**src/rtl/multiword_add_sequencer.sv**
```systemverilog
// Streams a WORDS x N-bit add/sub through an external N-bit adder, one slice per cycle, LSB first.
// Latency WORDS cycles accept-to-out_valid; result held in DONE until out_ready, no request taken meanwhile.
module multiword_add_sequencer #(
  parameter int N     = 32,
  parameter int WORDS = 4
) (
  input  logic                 clk,
  input  logic                 rst_n,
  input  logic                 in_valid,
  output logic                 in_ready,
  input  logic [N*WORDS-1:0]   op_a,
  input  logic [N*WORDS-1:0]   op_b,
  input  logic                 sub,
  input  logic                 cin,
  output logic [N-1:0]         add_a,
  output logic [N-1:0]         add_b,
  output logic                 add_cin,
  input  logic [N-1:0]         add_s,
  input  logic                 add_cout,
  output logic                 out_valid,
  input  logic                 out_ready,
  output logic [N*WORDS-1:0]   sum,
  output logic                 cout,
  output logic                 overflow
);

  localparam int IW = (WORDS > 1) ? $clog2(WORDS) : 1;
  localparam logic [IW-1:0] LAST = IW'(WORDS - 1);

  typedef enum logic [1:0] {IDLE = 2'd0, RUN = 2'd1, DONE = 2'd2} state_t;

  state_t                    state;
  logic [WORDS-1:0][N-1:0]   a_q;
  logic [WORDS-1:0][N-1:0]   b_q;
  logic [WORDS-1:0][N-1:0]   sum_q;
  logic [IW-1:0]             idx;
  logic                      carry;
  logic                      ovf_q;

  always_ff @(posedge clk or negedge rst_n) begin
    if (!rst_n) begin
      state <= IDLE;
      a_q   <= '0;
      b_q   <= '0;
      sum_q <= '0;
      idx   <= '0;
      carry <= 1'b0;
      ovf_q <= 1'b0;
    end else begin
      case (state)
        IDLE: begin
          if (in_valid) begin
            a_q   <= op_a;
            // Subtraction is A + ~B + 1; the +1 rides in on the first slice carry.
            b_q   <= sub ? ~op_b : op_b;
            carry <= sub | cin;
            idx   <= '0;
            state <= RUN;
          end
        end
        RUN: begin
          sum_q[idx] <= add_s;
          carry      <= add_cout;
          if (idx == LAST) begin
            ovf_q <= (a_q[WORDS-1][N-1] == b_q[WORDS-1][N-1]) &&
                     (add_s[N-1] != a_q[WORDS-1][N-1]);
            state <= DONE;
          end else begin
            idx <= idx + 1'b1;
          end
        end
        DONE: begin
          if (out_ready) state <= IDLE;
        end
        default: state <= IDLE;
      endcase
    end
  end

  assign in_ready  = (state == IDLE);
  assign out_valid = (state == DONE);
  assign sum       = sum_q;
  // The carry register keeps the final carry-out until the next accept reloads it.
  assign cout      = carry;
  assign overflow  = ovf_q;

  assign add_a   = (state == RUN) ? a_q[idx] : '0;
  assign add_b   = (state == RUN) ? b_q[idx] : '0;
  assign add_cin = (state == RUN) ? carry : 1'b0;

endmodule

```
**config.mk**
```make
export PLATFORM = sky130hd
export DESIGN_NAME = multiword_add_sequencer
export DESIGN_NICKNAME = d
export VERILOG_FILES = /design/src/rtl/multiword_add_sequencer.sv
export SDC_FILE = /design/constraint.sdc
export NUM_CORES = 1
export LEC_CHECK = 0
export CAP_MARGIN = 20
export CORE_MARGIN = 1.5
export CORE_UTILIZATION = 50
export CTS_CLUSTER_SIZE = 40
export DETAILED_ROUTE_END_ITERATION = 10
export GPL_TIMING_DRIVEN = 0
export PLACE_DENSITY_LB_ADDON = 0.25
export SETUP_SLACK_MARGIN = 0.02
export SLEW_MARGIN = 20
export SYNTH_ARGS = -nofsm -noshare
export SYNTH_HDL_FRONTEND = slang
export SYNTH_SLANG_ARGS = --single-unit
```
**constraint.sdc**
```tcl
create_clock -name clk -period 3.8 [get_ports clk]
set_clock_uncertainty 0.2 [all_clocks]
set_input_delay 0.95 -clock clk [delete_from_list [all_inputs] [get_ports clk]]
set_output_delay 0.95 -clock clk [all_outputs]
set_load 0.02 [all_outputs]
```
==> results of run 1 <==
==> how the worst max path moves through the flow <==
stage                           to  slack [ps]  cells past startpoint
2_1_floorplan            add_a[10]        1050                      4
3_3_place_gp   b_q[47]$_DFFE_PN0P_      -15080                      1
3_5_place_dp              add_a[2]        -210                      5
4_1_cts                  add_b[23]          20                      4
5_1_grt                  add_b[18]          10                      4
6_report                 add_b[14]         100                      4
==> report_power, final <==
part	internal (mW)	switching, mW	leakage (nW)
sequential	6.22	1.13	4.73
clock	2.43	1.63	0.664
combinational	5.23	5.48	5.62
total	13.9	8.25	11.0
==> stage by stage <==
| step | worst slack (ps) | setup TNS [ps] |
|---|---|---|
| floorplan | 1050 | 0 |
| global placement | -15080 | -5869220 |
| detailed placement | -208 | -3000 |
| CTS | 23.1 | 0 |
| global route | 14.3 | 0 |
| finish | 104 | 0 |
==> flip-flops by register name, indices dropped and copies added (netlist names) <==
register  flops
a_q         128
b_q         128
sum         128
idx           2
state         2
cout          1
overflow      1
==> kinds of logic (layout without fill, tap and decap cells) <==
| family | count (synthesis) | in the layout | share of synthesized area |
|---|---|---|---|
| compound gates | 134 | 134 | 0.0385 |
| flops | 390 | 390 | 0.555 |
| simple gates | 596 | 596 | 0.138 |
| buf+inv | 108 | 675 | 0.0380 |
| xor+xnor | 128 | 128 | 0.0637 |
| mux | 192 | 192 | 0.164 |
| other cells | 0 | 5 | 0 |
| fa+ha+maj | 4 | 4 | 0.00284 |
==> what timing repair did <==
item / 4_1_cts / 5_1_grt
gates resized for setup: 76 / 4
endpoints found under the setup margin: 65 / 9
setup buffers: 1 / 0
==> routing by layer <==
layer  vias to the layer above  wire (µm)  GRT usage
li1                       6193          -          -
met1                      6848      20600      0.373
met2                       619      27200      0.516
met3                       146       4520     0.0688
met4                         6       2450      0.137
met5                         -         37          0
==> cells in the final DEF, fill, tap and decap left out, types with 11 or more instances in the layout <==
master,instances
clkdlybuf4s50_1,450
dfrtp_1,389
xnor2_1,128
o21ai_1,112
dlygate4sd2_1,36
clkbuf_16,43
mux4_2,64
buf_2,27
mux2_2,128
clkbuf_8,11
clkbuf_1,37
nand2_1,516
and2_1,65
buf_6,31
o21ai_0,19
==> cell type report <==
class                           count  area, µm²
Fill cell                        2474       9970
Sequential cell                   390       9760
Multi-Input combinational cell   1054       7170
Timing Repair Buffer              496       5020
Clock buffer                       62       1230
Buffer                            105        764
Tap cell                          455        569
Clock inverter                      9        130
Antenna cell                        5       12.5
Inverter                            3       11.3
==> results.toml, run 1 <==
[worst_setup_path]
ff2ff_path_depth = 7
cp.required_ps = 2650
critPathTopFamily = "buffers and inverters"
startpoint = "idx[0]$_DFFE_PN0P_"
reg2reg_to = "sum[33]$_DFFE_PN0P_"
crit_arrival_ps = 2550
cp_num_buf_inv = 2
rrSetupSlack_ps = 1290
critPathSlowestCell = "mux4_2"
slowest_delay_ps = 540
path_class = "reg2out"
cp_cell_sequence = "buf_4, mux4_2, and2_1, clkdlybuf4s50_1"
crit_path_end_kind = "output pin"
start_kind = "register"
critPathMaxFanout = 10
r2r_start = "idx[1]$_DFFE_PN0P_"

[synth]
synth_edf_count = 0
synth_nets = 1851
synthMostInstantiatedCell = "nand2_1"
syn_avg_cell_area_um2 = 11.3
synth_top_cell_by_area = "dfrtp_1"
synthCells = 1552
ys_seq_area_frac = 0.555
ys_top_cells_by_count = "516 x nand2_1, 390 x dfrtp_1, 128 x mux2_2, 128 x xnor2_1, 112 x o21ai_1"
synth_area_leaders = "dfrtp_1 55%, nand2_1 11%, mux2_2 8.2%"
synth_ff_type = "dfrtp_1"
ys_warn_count = 0
async_flop_share = 1.00
synth_area_um2 = 17600
ys_ff_latch = 390
synth.distinct_cells = 27
synth_top_area_frac = 0.555

[detailed_routing]
via_per_inst = 5.36
detailroute.via_count = 13800
wl_um = 54800
final_antenna_net_count = 0
wire_per_inst_um = 21.3
drt_iter0_markers = 736
drc_errors = 0
first_pass_iters = 5

[sta]
tightestPinTransition_ps = 769
hold_ws_ps = 118
max_freq_mhz = 271
hold_violations = 0
setup_viol = 0
relSlewSlack = 0.487
fin_crit_ps = 3700
rsz0062_at_grt = "true"
period_share = 0.973
slew_violations = 0

[global_route]
grt_max_degree = 92
overflow = 0
grt_use_total = 0.305
grt_pass1_wl_um = 83000
antenna_found_initial = 8
grt_pass1_vias = 14500

[floorplanning]
die_w_um = 191
rows = 68
coreArea_um2 = 34600
initial_core_util = 0.508
die-height_um = 191
die_area_um2 = 36300
boundaryPins = 492

[power_and_ir_drop]
powerDensity_nw_per_um2 = 897
p_leak_nw = 11.0
total_power_mw = 22.1
irDropWorstVdd_mv = 0.607

[placement]
dpl.cell_count = 2502
gp_congestion = 0.894
portBuffers = 490
dp_hpwl_um = 41300
place_area_um2 = 23200

[status]
status = "finished, final reports clean"

[cts]
cts.htree.levels = 2
clockBufferDepth = 3
cts_tree = "done"
cts_num_sinks = 390
clkLatencyLatePin_ps = 530
cts_hold_buf = 0
cts.reportedPaths.clkPinSlew_ps = 60
cts_root_buf = "clkbuf_16"
cts_buffers = 41

[layout]
areaGrowthSynthToFinish_pct = 40.2
final_util = 0.712
final_cells = 2579
design_area_um2 = 24700
layout.nets = 2390
drive_gt1_frac = 0.160

[min_path]
hold_path_class = "in2async"

[flow_run]
drv_cap = 0
No activity file was read; power rests on OpenSTA's default activity.
==> inputs of run 2 (changes only) <==
--- a/config.mk
+++ b/config.mk
@@ -6,8 +6,9 @@
 export NUM_CORES = 1
 export LEC_CHECK = 0
 export CAP_MARGIN = 20
-export CORE_MARGIN = 1.5
+export CORE_MARGIN = 3
 export CORE_UTILIZATION = 50
+export CTS_CLUSTER_DIAMETER = 150
 export CTS_CLUSTER_SIZE = 40
 export DETAILED_ROUTE_END_ITERATION = 10
 export GPL_TIMING_DRIVEN = 0
==> run 2 against run 1 <==
Net effect:
- sequential power hardly changed
- critical endpoint is now add_a[31]
- routed wire length decreased by 1.5%
- worst setup slack gained 1.4 ps
- final area fell by 4.2%
- critical path depth is the same
- sequential share of layout area up 1.7 points
==> results.toml, run 2 (synthesis results as in run 1) <==
[cts]
cts_root_buf = "clkbuf_16"
cts_tree = "done"
clkLatencyLatePin_ps = 520
cts.reportedPaths.clkPinSlew_ps = 140
cts_num_sinks = 390
cts.htree.levels = 1
post_cts_buffers = 0
cts_buffers = 13
clockBufferDepth = 3

[min_path]
hold_path_class = "in2async"

[sta]
period_share = 0.972
relSlewSlack = 0.468
setup_viol = 0
fin_tns_setup_ps = 0
slew_violations = 0
fin_crit_ps = 3690
hold_violations = 0
rsz0062_at_grt = "true"
tightestPinTransition_ps = 798
max_freq_mhz = 271

[detailed_routing]
drc_errors = 0
detailroute.via_count = 13500
first_pass_iters = 7
drt_iter0_markers = 684
wl_um = 54000
wire_per_inst_um = 21.4
via_per_inst = 5.36
final_antenna_net_count = 0

[placement]
gp_congestion = 0.872
place_area_um2 = 23200
dp_hpwl_um = 42200
portBuffers = 490

[power_and_ir_drop]
p_int_mw = 12.0
p_leak_nw = 10.5
power_frac_comb = 0.538
clock_power_share = 0.093
power.switching_mw = 7.84
irDropWorstVdd_mv = 0.522
powerDensity_nw_per_um2 = 841
p_seq_frac = 0.368
total_power_mw = 19.9
swShare = 0.394

[floorplanning]
boundaryPins = 492
die_w_um = 194
die_area_um2 = 37500
rows = 68
die-height_um = 194
initial_core_util = 0.508
coreArea_um2 = 34600

[layout]
drive_gt1_frac = 0.141
final_common_cell = "nand2_1"
final_cell_mix = "516 x nand2_1, 448 x clkdlybuf4s50_1, 389 x dfrtp_1"
final_util = 0.682
areaGrowthSynthToFinish_pct = 34.2
design_area_um2 = 23600
layout.nets = 2360

[global_route]
grt_use_total = 0.285
antenna_found_initial = 14
grt_pass1_vias = 14100
overflow = 0
use_met3 = 0.0568
grt-busiest-layer = "met2"
globalRouteMet2Util = 0.487
grt_use_met1 = 0.367
grt_max_degree = 100
grt_pass1_wl_um = 83400

[worst_setup_path]
critPathSlowestCell = "clkdlybuf4s50_1"
slowest_delay_ps = 570
crit_path_end_kind = "output pin"
cp.required_ps = 2650
crit_arrival_ps = 2540
start_kind = "register"
cp_cell_sequence = "buf_6, mux4_2, and2_1, clkdlybuf4s50_1"
path_class = "reg2out"
critPathMaxFanout = 10

[flow_run]
drv_cap = 0

[status]
status = "finished, final reports clean"
-- run 2: layout make-up --
class	instances	area, µm²
well taps	455	569
inverters	3	11.3
clock inverters	1	11.3
repair buffers	494	4980
fillers	2647	11000
clock buffers	13	325
multi-input cells	1054	7170
flip-flops and latches	390	9760
plain buffers	105	769
diodes	10	25.0
-- run 2: path summary, 6_finish.rpt --
path | from | end | slack (ps) | depth (start not counted)
worst max-delay path | idx[0]$_DFFE_PN0P_ | add_a[31] | 110 | 4
worst min-delay path | rst_n | a_q[21]$_DFFE_PN0P_ | 150 | 1
worst max register to register | idx[1]$_DFFE_PN0P_ | sum[38]$_DFFE_PN0P_ | 1350 | 7
worst min register to register | a_q[72]$_DFFE_PN0P_ | a_q[72]$_DFFE_PN0P_ | 290 | 2
max in group asynchronous | rst_n | b_q[99]$_DFFE_PN0P_ | 2390 | 2
min in group clk | a_q[72]$_DFFE_PN0P_ | a_q[72]$_DFFE_PN0P_ | 290 | 2
-- run 2: timing repair --
item                       CTS  global route
pin swaps                    0             0
setup endpoints to repair   65            10
gates resized for setup     82             5
hold buffers                 0             0
-- run 2: stage by stage --
step,setup slack (ps),cells,hold WS [ps]
floorplan,1050,1552,240
CTS,-20.9,2515,159
finish,105,2525,150
global placement,-15080,2497,253
detailed placement,-278,2501,260
global route,16.1,2524,164
-- run 2: routing by layer --
metal | part of all wire | up-vias | wire length [µm]
li1 | - | 6113 | -
met4 | 0.037 | 6 | 1990
met3 | 0.074 | 105 | 4000
met5 | 0.00080 | - | 43
met2 | 0.50 | 565 | 27000
met1 | 0.39 | 6737 | 21000
-- run 2: critical path, delay by kind of cell, from the launching register on --
kind / cells / cell delay, ps
buf+inv: 2 / 820
mux: 1 / 530
flops: 1 / 510
simple gates: 1 / 170
-- run 2: power by group through the flow --
stage / sequential (mW) / clock, mW / combinational, mW
4_1_cts: 7.30 / 1.89 / 10.8
3_5_place_dp: 7.39 / 0 / 10.9
6_report: 7.32 / 1.85 / 10.7
3_3_place_gp: 7.28 / 0 / 10.6
5_1_grt: 7.54 / 2.03 / 11.4
2_1_floorplan: 7.94 / 0 / 5.48
==> inputs of run 3 (changes only) <==
--- a/config.mk
+++ b/config.mk
@@ -12,6 +12,7 @@
 export CTS_CLUSTER_SIZE = 40
 export DETAILED_ROUTE_END_ITERATION = 10
 export GPL_TIMING_DRIVEN = 0
+export MAX_ROUTING_LAYER = met4
 export PLACE_DENSITY_LB_ADDON = 0.25
 export SETUP_SLACK_MARGIN = 0.02
 export SLEW_MARGIN = 20
==> run 3 against run 2 <==
Net effect:
- fmax about the same
- sequential power about the same
- critical path depth unchanged
- highest routed layer is now met4
==> results.toml, run 3 (synthesis results as in run 1) <==
[min_path]
hold_path_class = "in2async"

[cts]
cts_hold_buf = 0
clkLatencyLatePin_ps = 510
cts_tree = "done"
cts.reportedPaths.clkPinSlew_ps = 140
cts_root_buf = "clkbuf_16"
cts_buffers = 13
cts_num_sinks = 390
cts_resized = 82
post_cts_buffers = 0
clockBufferDepth = 3
cts.htree.levels = 1

[power_and_ir_drop]
irDropWorstVdd_mv = 0.522
p_leak_nw = 10.5
power.switching_mw = 7.84
total_power_mw = 19.9
power_frac_comb = 0.538
clock_power_share = 0.094
swShare = 0.394
p_int_mw = 12.0
p_seq_frac = 0.368
powerDensity_nw_per_um2 = 841

[status]
status = "finished, final reports clean"

[global_route]
grt_pass1_vias = 14100
grt_use_total = 0.294
grt_pass1_wl_um = 83300
overflow = 0
antenna_found_initial = 13
grt_max_degree = 100

[flow_run]
drv_cap = 0

[floorplanning]
die-height_um = 194
die_w_um = 194
coreArea_um2 = 34600
boundaryPins = 492
rows = 68
initial_core_util = 0.508
die_area_um2 = 37500

[sta]
max_freq_mhz = 271
tightestPinTransition_ps = 796
period_share = 0.972
setup_viol = 0
hold_ws_ps = 149
fin_crit_ps = 3690
slew_violations = 0
rsz0062_at_grt = "true"
relSlewSlack = 0.469
hold_violations = 0

[detailed_routing]
via_per_inst = 5.34
detailroute.via_count = 13500
wl_um = 54100
final_antenna_net_count = 0
drt_iter0_markers = 691
wire_per_inst_um = 21.4
drc_errors = 0
first_pass_iters = 4

[layout]
drive_gt1_frac = 0.141
final_util = 0.682
nFillCells = 2644
areaGrowthSynthToFinish_pct = 34.3
seq_area_um2 = 9760
multi_input_comb_area_um2 = 7170
design_area_um2 = 23600
final_common_cell = "nand2_1"
final_cells = 2528
final_cell_mix = "516 x nand2_1, 448 x clkdlybuf4s50_1, 389 x dfrtp_1"
layout.nets = 2360

[worst_setup_path]
cp.required_ps = 2650
start_kind = "register"
path_class = "reg2out"
critPathMaxFanout = 10
crit_arrival_ps = 2540
crit_path_end_kind = "output pin"

[placement]
dpl.cell_count = 2501
place_area_um2 = 23200
dp_hpwl_um = 42200
gp_congestion = 0.886
portBuffers = 490
==> run 3: cell types whose count changed in the layout (fill, tap and decap cells not counted), sizes merged <==
cell and change:
diode +3
==> run 3: final timing paths <==
path,cells after the start,endpoint,slack (ps),start
max reg2reg,7,sum[42]$_DFFE_PN0P_,1340,idx[1]$_DFFE_PN0P_
max,4,add_a[31],110,idx[0]$_DFFE_PN0P_
min reg2reg,2,a_q[40]$_DFFE_PN0P_,290,a_q[40]$_DFFE_PN0P_
min in group clk,2,a_q[40]$_DFFE_PN0P_,290,a_q[40]$_DFFE_PN0P_
min,1,a_q[85]$_DFFE_PN0P_,150,rst_n
max in group asynchronous,2,b_q[119]$_DFFE_PN0P_,2380,rst_n
==> run 3: worst max-delay path: stages, from the launching register on <==
cell	delay (ps)
dfrtp_2	500
buf_6	260
mux4_2	530
and2_1	170
clkdlybuf4s50_1	570
==> run 3: through the flow <==
stage | worst slack (ps) | setup TNS [ps]
6_report | 108 | 0
5_1_grt | 16.1 | 0
4_1_cts | -20.9 | -20.9
2_1_floorplan | 1050 | 0
3_5_place_dp | -278 | -4560
3_3_place_gp | -15080 | -5869280
==> run 3: layer usage <==
metal,global-route usage,wire [µm],up-vias
met5,-,0,-
met4,0.0975,1990,0
met2,0.487,26900,549
met3,0.0529,3960,102
met1,0.369,21200,6738
li1,-,-,6117
==> run 3: cell type report <==
| cell class | instances | share of cell area |
|---|---|---|
| Timing Repair Buffer | 494 | 0.211 |
| Clock inverter | 1 | 0.000477 |
| Antenna cell | 13 | 0.00138 |
| Tap cell | 455 | 0.0241 |
| Multi-Input combinational cell | 1054 | 0.303 |
| Sequential cell | 390 | 0.413 |
| Clock buffer | 13 | 0.0138 |
| Buffer | 105 | 0.0326 |
| Inverter | 3 | 0.000477 |
==> run 3: power by group through the flow <==
stage               Combinational, mW  Sequential [mW]  Clock [mW]
global placement                 10.6             7.28           0
finish                           10.7             7.32        1.86
CTS                              10.8             7.30        1.89
global route                     11.4             7.54        2.03
floorplan                        5.48             7.94           0
detailed placement               10.9             7.39           0
